`config.mk`:
```
export PLATFORM = sky130hd
export DESIGN_NAME = ram_loader
export DESIGN_NICKNAME = d
export VERILOG_FILES = /design/src/rtl/ram_loader_pkg.sv /design/src/rtl/ram_loader_byte_packer.sv /design/src/rtl/ram_loader.sv
export SDC_FILE = /design/constraint.sdc
export NUM_CORES = 1
export LEC_CHECK = 0
export CAP_MARGIN = 10
export CORE_MARGIN = 2
export CORE_UTILIZATION = 55
export CTS_CLUSTER_SIZE = 24
export DETAILED_ROUTE_END_ITERATION = 8
export GPL_ROUTABILITY_DRIVEN = 0
export GPL_TIMING_DRIVEN = 0
export HOLD_SLACK_MARGIN = 0.05
export PLACE_DENSITY = 0.93
export SYNTH_ARGS = -nofsm -noshare
export SYNTH_HDL_FRONTEND = slang
export SYNTH_SLANG_ARGS = --single-unit
```
`constraint.sdc`:
```
create_clock -name clk -period 4.4 [get_ports clk]
set_input_delay 0.44 -clock clk [delete_from_list [all_inputs] [get_ports clk]]
set_output_delay 0.44 -clock clk [all_outputs]
set_load 0.005 [all_outputs]
```
`src/rtl/ram_loader_pkg.sv`:
```
// Shared definitions for the boot-time RAM loader: default memory geometry,
// loader state encodings and a width helper.
package ram_loader_pkg;

    localparam int DefaultAddrSize = 4;
    localparam int DefaultWordSize = 16;

    typedef enum logic [2:0] {
        LDR_IDLE   = 3'd0,
        LDR_RECV   = 3'd1,
        LDR_WRITE  = 3'd2,
        LDR_VERIFY = 3'd3,
        LDR_DONE   = 3'd4
    } ldr_state_e;

    function automatic int bytes_for_width(input int width);
        return (width + 7) / 8;
    endfunction

endpackage

```
`src/rtl/ram_loader_byte_packer.sv`:
```
// Assembles a little-endian byte stream into words: the first byte of a word
// lands in bits [7:0]. word_valid flags the accept that completes a word.
module ram_loader_byte_packer
    import ram_loader_pkg::*;
#(
    parameter int WordSize     = DefaultWordSize,
    parameter int BytesPerWord = bytes_for_width(WordSize)
) (
    input  logic                clk,
    input  logic                reset,
    input  logic                clear,
    input  logic                accept,
    input  logic [7:0]          byte_in,
    output logic [WordSize-1:0] word,
    output logic                word_valid
);

    localparam int BufW = BytesPerWord * 8;
    localparam int CntW = $clog2(BytesPerWord + 1);
    localparam logic [CntW-1:0] LastCnt = CntW'(BytesPerWord - 1);

    logic [BufW-1:0] buf_q, buf_d;
    logic [CntW-1:0] cnt_q, cnt_d;
    logic [BufW+7:0] shifted_s;

    // Shift new bytes in from the top so byte 0 ends up at the bottom.
    always_comb begin
        shifted_s = {byte_in, buf_q};
        buf_d     = buf_q;
        cnt_d     = cnt_q;
        if (clear) begin
            buf_d = '0;
            cnt_d = '0;
        end else if (accept) begin
            buf_d = shifted_s[BufW+7:8];
            cnt_d = (cnt_q == LastCnt) ? '0 : cnt_q + CntW'(1);
        end else begin
            buf_d = buf_q;
            cnt_d = cnt_q;
        end
    end

    // Packer state registers.
    always_ff @(posedge clk or posedge reset) begin
        if (reset) begin
            buf_q <= '0;
            cnt_q <= '0;
        end else begin
            buf_q <= buf_d;
            cnt_q <= cnt_d;
        end
    end

    assign word       = buf_q[WordSize-1:0];
    assign word_valid = accept && !clear && (cnt_q == LastCnt);

endmodule

```
`src/rtl/ram_loader.sv`:
```
// Boot-time loader: streams bytes into words, writes them to RAM from address 0,
// reads them back to verify the checksum, and otherwise passes the CPU port through.
module ram_loader
    import ram_loader_pkg::*;
#(
    parameter int AddrSize     = DefaultAddrSize,
    parameter int WordSize     = DefaultWordSize,
    parameter int BytesPerWord = bytes_for_width(WordSize)
) (
    input  logic                clk,
    input  logic                reset,
    input  logic                start,
    input  logic [AddrSize:0]   num_words,
    input  logic [7:0]          byte_in,
    input  logic                byte_valid,
    output logic                byte_ready,
    input  logic [WordSize-1:0] cpu_in,
    input  logic [AddrSize-1:0] cpu_address,
    input  logic                cpu_load,
    output logic [WordSize-1:0] ram_in,
    output logic [AddrSize-1:0] ram_address,
    output logic                ram_load,
    input  logic [WordSize-1:0] ram_out,
    output logic                busy,
    output logic                done,
    output logic                error,
    output logic [WordSize-1:0] checksum
);

    localparam int CW = AddrSize + 1;
    localparam logic [CW-1:0] MaxWords = {1'b1, {AddrSize{1'b0}}};

    ldr_state_e          state_q, state_d;
    logic [CW-1:0]       n_q, n_d;
    logic [CW-1:0]       wr_ptr_q, wr_ptr_d;
    logic [CW-1:0]       rd_ptr_q, rd_ptr_d;
    logic                rd_valid_q, rd_valid_d;
    logic [WordSize-1:0] rb_sum_q, rb_sum_d;
    logic [WordSize-1:0] checksum_q, checksum_d;
    logic                error_q, error_d;
    logic                busy_q, busy_d;
    logic                done_q, done_d;
    logic                byte_ready_q, byte_ready_d;

    logic                accept_s;
    logic                clear_s;
    logic                word_valid_s;
    logic [WordSize-1:0] word_s;
    logic [CW-1:0]       n_clamp_s;
    logic [WordSize-1:0] rb_final_s;

    assign accept_s = byte_valid && byte_ready_q;
    assign clear_s  = (state_q != LDR_RECV);

    ram_loader_byte_packer #(
        .WordSize    (WordSize),
        .BytesPerWord(BytesPerWord)
    ) u_packer (
        .clk       (clk),
        .reset     (reset),
        .clear     (clear_s),
        .accept    (accept_s),
        .byte_in   (byte_in),
        .word      (word_s),
        .word_valid(word_valid_s)
    );

    assign n_clamp_s  = (num_words > MaxWords) ? MaxWords : num_words;
    assign rb_final_s = rb_sum_q + ram_out;

    // Next-state logic for the load sequence, pointers and checksums.
    always_comb begin
        state_d    = state_q;
        n_d        = n_q;
        wr_ptr_d   = wr_ptr_q;
        rd_ptr_d   = rd_ptr_q;
        rd_valid_d = rd_valid_q;
        rb_sum_d   = rb_sum_q;
        checksum_d = checksum_q;
        error_d    = error_q;
        case (state_q)
            LDR_IDLE, LDR_DONE: begin
                if (start) begin
                    n_d        = n_clamp_s;
                    wr_ptr_d   = '0;
                    checksum_d = '0;
                    error_d    = 1'b0;
                    state_d    = (n_clamp_s == '0) ? LDR_DONE : LDR_RECV;
                end else begin
                    state_d = state_q;
                end
            end
            LDR_RECV: begin
                if (word_valid_s) begin
                    state_d = LDR_WRITE;
                end else begin
                    state_d = LDR_RECV;
                end
            end
            LDR_WRITE: begin
                checksum_d = checksum_q + word_s;
                wr_ptr_d   = wr_ptr_q + CW'(1);
                if (wr_ptr_q + CW'(1) == n_q) begin
                    state_d    = LDR_VERIFY;
                    rd_ptr_d   = '0;
                    rd_valid_d = 1'b0;
                    rb_sum_d   = '0;
                end else begin
                    state_d = LDR_RECV;
                end
            end
            LDR_VERIFY: begin
                // ram_out trails the presented address by one cycle, so the last
                // word arrives on the extra cycle where rd_ptr equals N.
                rd_ptr_d   = rd_ptr_q + CW'(1);
                rd_valid_d = (rd_ptr_q < n_q);
                rb_sum_d   = rd_valid_q ? rb_final_s : rb_sum_q;
                if (rd_ptr_q == n_q) begin
                    state_d = LDR_DONE;
                    error_d = (rb_final_s != checksum_q);
                end else begin
                    state_d = LDR_VERIFY;
                end
            end
            default: begin
                state_d = LDR_IDLE;
            end
        endcase
        byte_ready_d = (state_d == LDR_RECV);
        busy_d       = (state_d == LDR_RECV) || (state_d == LDR_WRITE) ||
                       (state_d == LDR_VERIFY);
        done_d       = (state_d == LDR_DONE);
    end

    // Loader FSM state, datapath registers and registered status outputs.
    always_ff @(posedge clk or posedge reset) begin
        if (reset) begin
            state_q      <= LDR_IDLE;
            n_q          <= '0;
            wr_ptr_q     <= '0;
            rd_ptr_q     <= '0;
            rd_valid_q   <= 1'b0;
            rb_sum_q     <= '0;
            checksum_q   <= '0;
            error_q      <= 1'b0;
            busy_q       <= 1'b0;
            done_q       <= 1'b0;
            byte_ready_q <= 1'b0;
        end else begin
            state_q      <= state_d;
            n_q          <= n_d;
            wr_ptr_q     <= wr_ptr_d;
            rd_ptr_q     <= rd_ptr_d;
            rd_valid_q   <= rd_valid_d;
            rb_sum_q     <= rb_sum_d;
            checksum_q   <= checksum_d;
            error_q      <= error_d;
            busy_q       <= busy_d;
            done_q       <= done_d;
            byte_ready_q <= byte_ready_d;
        end
    end

    // RAM port ownership: the loader while busy, the CPU otherwise.
    always_comb begin
        ram_in      = cpu_in;
        ram_address = cpu_address;
        ram_load    = cpu_load;
        case (state_q)
            LDR_WRITE: begin
                ram_in      = word_s;
                ram_address = wr_ptr_q[AddrSize-1:0];
                ram_load    = 1'b1;
            end
            LDR_VERIFY: begin
                ram_in      = '0;
                ram_address = rd_ptr_q[AddrSize-1:0];
                ram_load    = 1'b0;
            end
            LDR_RECV: begin
                ram_in      = '0;
                ram_address = wr_ptr_q[AddrSize-1:0];
                ram_load    = 1'b0;
            end
            default: begin
                ram_in      = cpu_in;
                ram_address = cpu_address;
                ram_load    = cpu_load;
            end
        endcase
    end

    assign byte_ready = byte_ready_q;
    assign busy       = busy_q;
    assign done       = done_q;
    assign error      = error_q;
    assign checksum   = checksum_q;

endmodule
```
# After elaboration in Yosys (flattened, before gate mapping)
# Cells that the tools add are included.
[word_totals]
ff_bits = 73
in_bits = 54
output_inout_bits = 41
word_cells = 86
[op_classes]
n_addsub = 5
order_cmp = 2
n_eq_ne = 17
n_mux = 29
n_reduce_logical = 20
[ops]
columns = ["cell", "count"]
rows = [
  ["16-bit case mux with 2 select lines", 3],
  ["16-bit two-way mux", 5],
  ["16-bit adder", 2],
  ["5-bit case mux with 2 select lines", 2],
  ["16-bit != test", 1],
  ["5-bit two-way mux", 3],
  ["3-bit by 2-bit equality test with 1-bit output, second input constant", 4],
  ["3-bit case mux with 4 select lines", 1],
  ["5-bit by 1-bit adder with 5-bit output, second input constant", 2],
  ["5-bit equality test", 2],
  ["2-bit two-way mux", 5],
  ["3-bit two-way mux", 3],
  ["2-bit != test, second input constant", 4],
  ["4-bit case mux with 2 select lines", 1],
  ["2-bit nonzero test", 4],
  ["3-bit by 1-bit equality test with 1-bit output, second input constant", 2],
  ["3-bit equality test, second input constant", 2],
  ["1-bit case mux with 2 select lines", 3],
  ["2-bit AND reduction", 3],
  ["3-bit AND reduction", 2],
  ["2-bit OR reduction", 3],
  ["5-bit > comparator, second input constant", 1],
  ["5-bit logical NOT", 1],
  ["5-bit less-than comparator", 1],
  ["other kinds (8)", 13],
]

# Logic depth before layout (Yosys ltp)
# Gate-level depths: netlist (run 1).
[logic_depth]
word_depth = 9
ltp_mapped = 11
depth_no_buf = 11

# Cells and area by module
# Synthesis (run 1) repeated with hierarchy kept, for this count alone.
[hier_totals]
hier_cells = 617
area_unflattened_um2 = 5421.4
[by_module_without_submodules]
columns = ["module", "n_inst", "cells_per_inst", "area_per_inst_um2", "seq_area_each_um2"]
rows = [
  ["ram_loader", 1, 557, 4673.2, 1376.3],
  ["ram_loader_byte_packer", 1, 60, 748.2, 450.4],
]

# Least setup slack after synthesis (run 1)
# Ideal clock, no wire load.
[synth_path]
path_type = "input -> register"
start = "input port ram_out[0]"
end = "register error_q (netlist: error)"
setup_ns = 0.124
t_arrival_ns = 2.513
t_required_ns = 4.276
path_slack_ns = 1.763
cell_stages = 11
n_path_buf = 0
cell_sequence = "ha_1 > inv_1 > fa_1 > xnor2_1 > a211oi_2 > o2111ai_1 > a2111oi_0 > nand4_1 > nor4b_2 > nand4_1 > o31a_1"
[synth_via]
elab_chain_len = 4
[synth_lines]
columns = ["item", "line_no", "rtl"]
rows = [
  ["start: declaration", "ram_loader.sv:23", "input logic [WordSize-1:0] ram_out,"],
  ["16-bit adder", "ram_loader.sv:69", "assign rb_final_s = rb_sum_q + ram_out;"],
  ["16-bit != test", "ram_loader.sv:120", "error_d = (rb_final_s != checksum_q);"],
  ["1-bit two-way mux", "ram_loader.sv:118", "if (rd_ptr_q == n_q) begin"],
  ["1-bit case mux with 2 select lines", "ram_loader.sv:81", "case (state_q)"],
  ["end signal: assignment", "ram_loader.sv:157", "error_q <= error_d;"],
  ["end: declaration", "ram_loader.sv:40", "logic error_q, error_d;"],
]
# No other way between the ends. The select of a mux whose other input is x is not followed.
# A chain may end at the register's enable or synchronous reset.

# Worst setup path in the final report (run 1)
[layout_path]
start = "register state_q[2]"
end = "output port ram_in[14]"
[layout_via]
elab_chain_len = 3
word_cells_on_any_way = 5
classes_between = "eq/ne: 3; mux: 1; reduce/logical: 1"
[layout_lines]
columns = ["item", "line_no", "rtl"]
rows = [
  ["start: declaration", "ram_loader.sv:33", "ldr_state_e state_q, state_d;"],
  ["start signal: assignment", "ram_loader.sv:150", "state_q <= state_d;"],
  ["3-bit by 1-bit equality test with 1-bit output or 3-bit by 2-bit equality test with 1-bit output (tied branches)", "ram_loader.sv:169", "case (state_q)"],
  ["2-bit OR reduction (no source line)", "n/a", ""],
  ["16-bit case mux with 2 select lines (*)", "ram_loader.sv:169", ""],
  ["end: declaration", "ram_loader.sv:20", "output logic [WordSize-1:0] ram_in,"],
]
# Mark *: on every way between the ends. The rest lies on a longest branch, timed or not.

==> impl_metrics.env, run 1 <==
export IMPL_syn_avg_cell_area_sq_um=8.71
export IMPL_synth_cells=607
export IMPL_wl_per_cell_microns=17.7
export IMPL_cts_max_path_buffers=2
export IMPL_r2r_start="state_q[2]"
export IMPL_fin_nets=805
export IMPL_dieArea_sq_mm=0.0104
export IMPL_start_util_pct=56.9
export IMPL_cts_tree="yes"
export IMPL_grt_pass1_vias=5117
export IMPL_ff2ff_path_depth=6
export IMPL_synth_simple_area_share_pct=19.3
export IMPL_async_flop_share_pct=100
export IMPL_crit_chain="buf_2 -> nor3b_2 -> clkbuf_1 -> a22o_1 -> clkdlybuf4s50_1"
export IMPL_cts_resized_gates=0
export IMPL_wirelength_mm=15.0
export IMPL_regToRegEndpoint="rb_sum_q[3]"
export IMPL_total_power_uw=3490
export IMPL_period_share_pct=76.4
export IMPL_fillers=671
export IMPL_drv_slew=0
export IMPL_track_usage_pct=29.5
export IMPL_final_antenna_net_count=0
export IMPL_drt_pass1_iter_count=5
export IMPL_synthAdderAreaFrac_pct=9.51
export IMPL_antenna_found_initial=0
export IMPL_cp_num_buf_inv=3
export IMPL_port_buffers=94
export IMPL_post_cts_setup_buffers=0
export IMPL_min_period_ps=3360
export IMPL_vias=5211
export IMPL_htree_levels=3
export IMPL_cp_slowest_stage_delay_ps=740
export IMPL_fmax_mhz=298
export IMPL_die_h_microns=102
export IMPL_p_sw_uw=1500
export IMPL_core_area_sq_mm=0.00928
export IMPL_critPathLaunchType="flop"
export IMPL_reg2reg_slack_ps=1200
export IMPL_crit_required_ps=3960
export IMPL_syn_area_sq_mm=0.00529
export IMPL_drc=0
export IMPL_clock_skew_ps=14.4
export IMPL_crit_arrival_ps=2920
export IMPL_setup_viol=0
export IMPL_crit_fanout=10
export IMPL_grt_max_degree=74
export IMPL_synth_seq_cells=73
export IMPL_viasPerCell=6.17
export IMPL_row_count=35
export IMPL_synth_seq_area_share_pct=34.6
export IMPL_cts_root_buf="clkbuf_8"
export IMPL_ios=95
export IMPL_path_clk_slew_ps=90
export IMPL_worst_setup_path_end_kind="output port"
export IMPL_synth_edff_count=0
export IMPL_combPwrFrac_pct=55.0
export IMPL_synth_net_count=700
export IMPL_hold_end="rb_sum_q[7]"
export IMPL_p_int_uw=1990
export IMPL_postCtsHoldBufs=0
export IMPL_pwr_share_clk_pct=16.0
export IMPL_slew_headroom_pct=28.4
export IMPL_n_antenna_cell=0
export IMPL_grt_use_met2_pct=49.9
export IMPL_power_frac_seq_pct=29.0
export IMPL_drv_cap=0
export IMPL_rsz0062_at_grt="false"
export IMPL_tightest_slew_ps=1070
export IMPL_synthFlopType="dfrtp_1"
export IMPL_fp_dieW_microns=102
export IMPL_min_path_cells=2
export IMPL_drive_above_1_share_pct=6.70
export IMPL_yosys_warnings=0
export IMPL_grt_pass1_wl_mm=24.3
export IMPL_hp_class="reg2reg"
export IMPL_hold_start="rb_sum_q[7]"
export IMPL_met3_usage_pct=4.17
export IMPL_area_growth_pct=24.7
export IMPL_synth_distinct_cells=68
export IMPL_drt_iter0_drc=330
export IMPL_synth_compound_area_share_pct=24.2
export IMPL_leakagePower_uw=0.00292
export IMPL_grt_overflow=0
export IMPL_muxShareOfSynthArea_pct=1.28
export IMPL_swShare_pct=43.0
export IMPL_path_class="reg2out"
export IMPL_final_hold_viol_count=0
export IMPL_cts_num_sinks=73
export IMPL_status="complete, no violations"
export IMPL_cp_top_family="buffers and inverters"
export IMPL_numCtsBuffers=9
export IMPL_setup_tns_ps=0
export IMPL_cpMaxStageDelayCell="nor3b_2"
export IMPL_grt_use_met1_pct=37.0
export IMPL_dp_hpwl_mm=11.1
export IMPL_instances_no_fill=845
export IMPL_ir_worst_vdd_uv=257
export IMPL_powerDensity_mw_per_mm2=529
export IMPL_dp_cells=830
export IMPL_synth_top_family_by_area="compound AO/OA/AOI/OAI gates"
export IMPL_top_usage_layer="met2"
export IMPL_synth_xor_area_share_pct=7.69
export IMPL_clk_latency_ps=350
==> per-stage QoR <==
| stage | worst slack, ps | hold WS, ps | instance area, sq um | util, % |
|---|---|---|---|---|
| floorplan | 1760 | 450 | 5290 | - |
| global placement | 973 | 468 | 6390 | 68.8 |
| detailed placement | 994 | 487 | 6390 | 68.8 |
| CTS | 1070 | 505 | 6590 | 71.0 |
| global route | 935 | 524 | 6590 | 71.0 |
| finish | 1040 | 499 | 6590 | 71.0 |
==> power by group through the flow <==
| stage | sequential (uW) | combinational, uW | clock, uW |
|---|---|---|---|
| CTS | 1010 | 1880 | 552 |
| finish | 1010 | 1920 | 559 |
| global placement | 1000 | 1770 | 0 |
| detailed placement | 1020 | 1860 | 0 |
| global route | 1030 | 2110 | 583 |
| floorplan | 959 | 1300 | 0 |
==> cells by family after synthesis <==
group	after synthesis
AOI/OAI and AO/OA	185
xor gates and xnor gates	44
adders and majority gates	39
buffers and inverters	44
DFF	73
muxes	6
and+or+nand+nor	216
==> layer usage <==
metal,vias to the layer above,part of all wire [%]
li1,2402,-
met2,292,48
met5,-,0
met3,70,7.2
met4,0,4.3
met1,2447,40
==> final cells by class <==
| class | instances | area, sq um | share of cell area, % |
|---|---|---|---|
| clock inverter | 4 | 51.3 | 0.778 |
| inverter | 18 | 70.1 | 1.06 |
| buffer | 26 | 115 | 1.75 |
| timing repair buffer | 94 | 941 | 14.3 |
| tap | 129 | 161 | 2.45 |
| multi-input combinational | 490 | 3280 | 49.7 |
| clock buffer | 11 | 151 | 2.30 |
| sequential | 73 | 1830 | 27.7 |
==> cells in the final DEF, fill, tap and decap left out, types with 7 or more instances in the layout <==
cell type        count
and2_1               7
nand3_1             11
nor2_1              35
xor2_1              23
xnor2_1             19
buf_2                7
inv_1               17
clkdlybuf4s50_1     94
nor3_1              16
o22ai_1              8
a22o_1              20
ha_1                37
o21ai_0             47
clkbuf_8            11
dfrtp_1             73
clkbuf_1            16
a21oi_1             41
nand2b_1            13
nand2_1             96
==> worst max-delay path by stage <==
stage               start               end  slack, ps  cells after the start
2_1_floorplan  ram_out[0]             error       1760                     11
3_3_place_gp        reset  u_packer.word[3]        970                      2
3_5_place_dp   ram_out[0]             error        990                     12
4_1_cts        state_q[2]        ram_in[14]       1070                      5
5_1_grt        state_q[2]        ram_in[14]        930                      5
6_report       state_q[2]        ram_in[14]       1040                      5
==> flip-flops by register name, indices dropped and copies added (netlist names), 2 cells and up <==
name            flops
rd_ptr_q            5
rb_sum_q           16
n_q                 5
wr_ptr_q            5
u_packer.cnt_q      2
checksum           16
u_packer.word      16
state_q             3
==> synth_stat cells, types with 8 or more instances <==
library cell	instances	area share [%]
nand2_1	96	6.8
dfrtp_1	73	35
o21ai_0	47	4.4
a21oi_1	41	3.9
ha_1	37	8.8
nor2_1	35	2.5
xor2_1	23	3.8
a22o_1	20	3.3
xnor2_1	19	3.1
inv_1	18	1.3
clkbuf_1	16	1.1
nor3_1	16	1.5
nand2b_1	13	1.5
nand3_1	11	1.0
o22ai_1	8	0.95
==> tightest hold or removal path: stages, from the launching register on <==
cell and delay [ps]:
dfrtp_1 360, nand2_1 50, o21ai_0 60
No activity file was read; power rests on OpenSTA's default activity.
==> run 2: changes to the inputs <==
- CORE_UTILIZATION: 55 -> 49
- PLACE_DENSITY: 0.93 -> 0.88
- clock period: 4.4 -> 3 ns (I/O delays scaled with it)
==> impl_metrics.env, run 2 (synthesis gave the netlist of run 1 again) <==
export IMPL_ff_latch_area_sq_mm=0.00183
export IMPL_cts_max_path_buffers=2
export IMPL_fmax_mhz=338
export IMPL_grt_pass1_wl_mm=24.8
export IMPL_layout_common_cells="nand2_1, clkdlybuf4s50_1, dfrtp_1"
export IMPL_grt_max_degree=74
export IMPL_powerDensity_mw_per_mm2=783
export IMPL_htree_levels=3
export IMPL_hold_ws_ps=479
export IMPL_pwr_share_clk_pct=17.4
export IMPL_drc=0
export IMPL_fillers=844
export IMPL_final_hold_viol_count=0
export IMPL_ios=95
export IMPL_grt_overflow=0
export IMPL_port_buffers=94
export IMPL_drt_iter0_drc=442
export IMPL_period_share_pct=98.7
export IMPL_dp_hpwl_mm=11.4
export IMPL_setup_viol=0
export IMPL_hp_class="in2async"
export IMPL_fin_nets=805
export IMPL_min_period_ps=2960
export IMPL_wirelength_mm=15.6
export IMPL_ir_worst_vdd_uv=397
export IMPL_wl_per_cell_microns=18.3
export IMPL_final_common_cell="nand2_1"
export IMPL_cp_slowest_stage_delay_ps=490
export IMPL_crit_fanout=2
export IMPL_grt_pass1_vias=5202
export IMPL_slew_headroom_pct=39.4
export IMPL_drt_pass1_iter_count=5
export IMPL_swShare_pct=42.6
export IMPL_row_count=37
export IMPL_core_area_sq_mm=0.0104
export IMPL_crit_arrival_ps=3210
export IMPL_cts_num_sinks=73
export IMPL_r2r_start="rb_sum_q[0]"
export IMPL_crit_top_cell="nand4_1"
export IMPL_antenna_found_initial=0
export IMPL_ff2ff_path_depth=11
export IMPL_clk_latency_ps=370
export IMPL_p_int_uw=3000
export IMPL_power_frac_seq_pct=28.5
export IMPL_start_util_pct=50.8
export IMPL_worst_path_stages=12
export IMPL_cts_root_buf="clkbuf_8"
export IMPL_area_growth_pct=26.2
export IMPL_status="complete, no violations"
export IMPL_final_antenna_net_count=0
export IMPL_drv_slew=0
export IMPL_path_class="in2reg"
export IMPL_cpMaxStageDelayCell="clkdlybuf4s50_1"
export IMPL_n_antenna_cell=0
export IMPL_vias=5254
export IMPL_multiInputGateArea_sq_mm=0.00332
export IMPL_cp_top_family="compound AO/OA/AOI/OAI gates"
export IMPL_rsz0062_at_grt="true"
export IMPL_regToRegEndpoint="error"
export IMPL_post_cts_setup_buffers=0
export IMPL_tightest_slew_ps=909
export IMPL_path_clk_slew_ps=80
export IMPL_setup_tns_ps=0
export IMPL_die_h_microns=108
export IMPL_worst_setup_path_end_kind="flop"
export IMPL_numCtsBuffers=9
export IMPL_dieArea_sq_mm=0.0116
export IMPL_drv_cap=0
export IMPL_clock_skew_ps=13.4
export IMPL_critPathLaunchType="input port"
export IMPL_p_sw_uw=2230
export IMPL_crit_chain="clkdlybuf4s50_1 -> ha_1 -> inv_1 -> fa_1 -> xor2_2 -> xor2_1 -> o2111ai_1 -> a2111oi_1 -> nand4_1 -> nor4b_2 -> nand4_1 -> o31a_1"
export IMPL_leakagePower_uw=0.00294
export IMPL_combPwrFrac_pct=54.1
export IMPL_track_usage_pct=26.9
export IMPL_reg2reg_slack_ps=90
export IMPL_cts_tree="yes"
export IMPL_crit_required_ps=3250
export IMPL_fp_dieW_microns=108
export IMPL_viasPerCell=6.16
export IMPL_final_core_util_pct=64.1
export IMPL_drive_above_1_share_pct=8.09
export IMPL_cp_num_buf_inv=2
run 2: changes by cell type in the layout (fill, tap and decap cells not counted), moves of 2 or more:
cell      delta
clkinv_4     +3
a21oi_1      -2
a21oi_2      +2
clkbuf_1     -2
clkbuf_2     +2
run 2: power by group through the flow:
| stage | Combinational (uW) | Sequential, uW | Clock, uW |
|---|---|---|---|
| after floorplan | 1910 | 1410 | 0 |
| after global placement | 2600 | 1470 | 0 |
| after detailed placement | 2710 | 1490 | 0 |
| after CTS | 2760 | 1480 | 899 |
| after global routing | 3070 | 1510 | 939 |
| final | 2830 | 1490 | 910 |
run 2: worst max path at each step:
stage	to	startpoint	slack, ps
2_1_floorplan	error	rb_sum_q[0]	450
3_3_place_gp	checksum[0]	reset	-320
3_5_place_dp	error	ram_out[0]	-310
4_1_cts	ram_in[14]	state_q[2]	3
5_1_grt	error	ram_out[0]	-30
6_report	error	ram_out[0]	40
run 2: layout make-up:
cell class	count	area share, %
inverters	18	1.05
clock buffers	10	2.06
repair buffers	94	14.1
plain buffers	26	1.76
well taps	136	2.55
clock inverters	6	1.37
flip-flops and latches	73	27.4
multi-input cells	490	49.7
run 2: layer usage:
layer	vias to the layer above	wire length [microns]	global-route usage, %
met1	2503	6150	32.7
met2	302	7740	48.2
li1	2400	-	-
met4	0	450	9.80
met3	49	1230	3.69
met5	-	0	0
run 2: what timing repair did:
action / 4_1_cts / 5_1_grt
endpoints found under the setup margin: 7 / 10
hold buffers: 0 / 0
resized for setup: 2 / 11
run 2: stage by stage:
stage	area, sq um	std cells	power (uW)	setup slack [ps]
CTS	6640	853	5130	2.64
detailed placement	6400	837	4200	-310
finish	6670	853	5230	38.2
global route	6670	853	5520	-27.8
global placement	6400	837	4070	-325
floorplan	5290	607	3320	449
==> run 3: changes to the inputs <==
- CORE_UTILIZATION: 49 -> 38
- PLACE_DENSITY: 0.88 -> 0.71
- SLEW_MARGIN: default -> 25
- clock period: 3 -> 2.9 ns (I/O delays scaled with it)
==> impl_metrics.env, run 3 (synthesis gave the netlist of run 1 again) <==
export IMPL_r2r_start="rb_sum_q[0]"
export IMPL_period_share_pct=98.9
export IMPL_dp_hpwl_mm=11.4
export IMPL_crit_arrival_ps=3090
export IMPL_fp_dieW_microns=122
export IMPL_htree_levels=3
export IMPL_dieArea_sq_mm=0.0149
export IMPL_final_antenna_net_count=0
export IMPL_slew_headroom_pct=52.9
export IMPL_cp_top_family="simple AND/OR/NAND/NOR gates"
export IMPL_layout_common_cells="nand2_1, clkdlybuf4s50_1, dfrtp_1"
export IMPL_die_h_microns=122
export IMPL_regToRegEndpoint="error"
export IMPL_path_class="in2reg"
export IMPL_crit_fanout=3
export IMPL_cts_num_sinks=73
export IMPL_crit_chain="clkdlybuf4s50_1 -> ha_1 -> inv_1 -> fa_2 -> and2b_2 -> o22a_1 -> a21oi_1 -> a2111oi_4 -> nand4_1 -> nor4b_2 -> nand4_1 -> o31a_1"
export IMPL_drv_slew=0
export IMPL_start_util_pct=38.5
export IMPL_cp_slowest_stage_delay_ps=460
export IMPL_fmax_mhz=349
export IMPL_vias=4964
export IMPL_multiInputGateArea_sq_mm=0.00332
export IMPL_fillers=1304
export IMPL_status="complete, no violations"
export IMPL_cts_tree="yes"
export IMPL_final_common_cell="nand2_1"
export IMPL_ios=95
export IMPL_reg2reg_slack_ps=40
export IMPL_leakagePower_uw=0.00300
export IMPL_rsz0062_at_grt="true"
export IMPL_cts_max_path_buffers=2
export IMPL_crit_top_cell="nand4_1"
export IMPL_hp_class="in2async"
export IMPL_total_power_uw=5510
export IMPL_grt_overflow=0
export IMPL_cp_num_buf_inv=2
export IMPL_wl_per_cell_microns=16.4
export IMPL_cpMaxStageDelayCell="clkdlybuf4s50_1"
export IMPL_wirelength_mm=14.8
export IMPL_critPathLaunchType="input port"
export IMPL_clock_skew_ps=8.02
export IMPL_worst_setup_path_end_kind="flop"
export IMPL_clk_latency_ps=340
export IMPL_top_usage_layer="met2"
export IMPL_ff_latch_area_sq_mm=0.00183
export IMPL_grt_use_met1_pct=26.5
export IMPL_grt_use_met2_pct=33.9
export IMPL_port_buffers=94
export IMPL_antenna_found_initial=0
export IMPL_drt_iter0_drc=362
export IMPL_drv_cap=0
export IMPL_final_cell_area_sq_mm=0.00684
export IMPL_drt_pass1_iter_count=5
export IMPL_final_hold_viol_count=0
export IMPL_grt_max_degree=57
export IMPL_drc=0
export IMPL_cts_root_buf="clkbuf_16"
export IMPL_grt_pass1_wl_mm=23.9
export IMPL_met3_usage_pct=3.18
export IMPL_ir_worst_vdd_uv=368
export IMPL_min_period_ps=2870
export IMPL_powerDensity_mw_per_mm2=805
export IMPL_ff2ff_path_depth=11
export IMPL_n_antenna_cell=0
export IMPL_track_usage_pct=20.4
export IMPL_numCtsBuffers=9
export IMPL_area_growth_pct=29.4
export IMPL_placed_cell_area_sq_mm=0.00649
export IMPL_setup_viol=0
export IMPL_core_area_sq_mm=0.0137
export IMPL_grt_pass1_vias=4885
export IMPL_row_count=43
export IMPL_tightest_slew_ps=706
export IMPL_drive_above_1_share_pct=8.60
export IMPL_path_clk_slew_ps=60
export IMPL_crit_required_ps=3120
export IMPL_viasPerCell=5.51
export IMPL_fin_nets=809
run 3: what timing repair did:
action,CTS,global route
pin swaps,4,3
hold endpoints to repair,0,0
hold buffers,0,0
buffers inserted,1,2
endpoints found under the setup margin,16,12
resized for setup,7,6
run 3: how the worst max path moves through the flow:
| stage | startpoint | end | slack (ps) | cells past startpoint |
|---|---|---|---|---|
| 6_report | ram_out[0] | error | 30 | 12 |
| 5_1_grt | ram_out[0] | error | -140 | 12 |
| 4_1_cts | ram_out[0] | error | 10 | 12 |
| 3_5_place_dp | ram_out[0] | error | -380 | 12 |
| 3_3_place_gp | reset | u_packer.word[5] | -490 | 2 |
| 2_1_floorplan | rb_sum_q[0] | error | 350 | 11 |
run 3: area by class of cell:
cell class	count	area share, %
Clock inverter	3	0.220
Buffer	26	1.74
Sequential cell	73	26.7
Timing Repair Buffer	98	14.7
Multi-Input combinational cell	490	48.5
Tap cell	180	3.29
Clock buffer	13	3.81
Inverter	18	1.02
run 3: metrics by stage:
step                      instances  TNS [ps]  worst slack [ps]  utilization (%)  hold slack (ps)
after global routing            901      -140              -140             49.8              299
after global placement          881    -36820              -489             47.0              468
after detailed placement        882      -379              -379             47.3              477
after CTS                       899         0              13.3             49.5              267
after floorplan                 607         0               349                -              421
final                           901         0              33.1             49.8              254
run 3: routing by layer:
metal,up-vias,share of wire (%)
met5,-,0
met4,0,2.4
met3,25,5.6
met2,163,48
met1,2349,44
li1,2427,-
run 3: worst reg2reg max path: cells and delay by family (launching register included):
kind                       cells  cell delay (ps)
and+or+nand+nor                4              890
buffers and inverters          1               80
DFF                            1              380
adders and majority gates      2              440
AOI/OAI and AO/OA              4              940
run 3: power breakdown:
| part | internal, uW | total (uW) | switching [uW] |
|---|---|---|---|
| Clock | 622 | 1050 | 428 |
| Sequential | 1270 | 1530 | 266 |
| Combinational | 1340 | 2920 | 1580 |
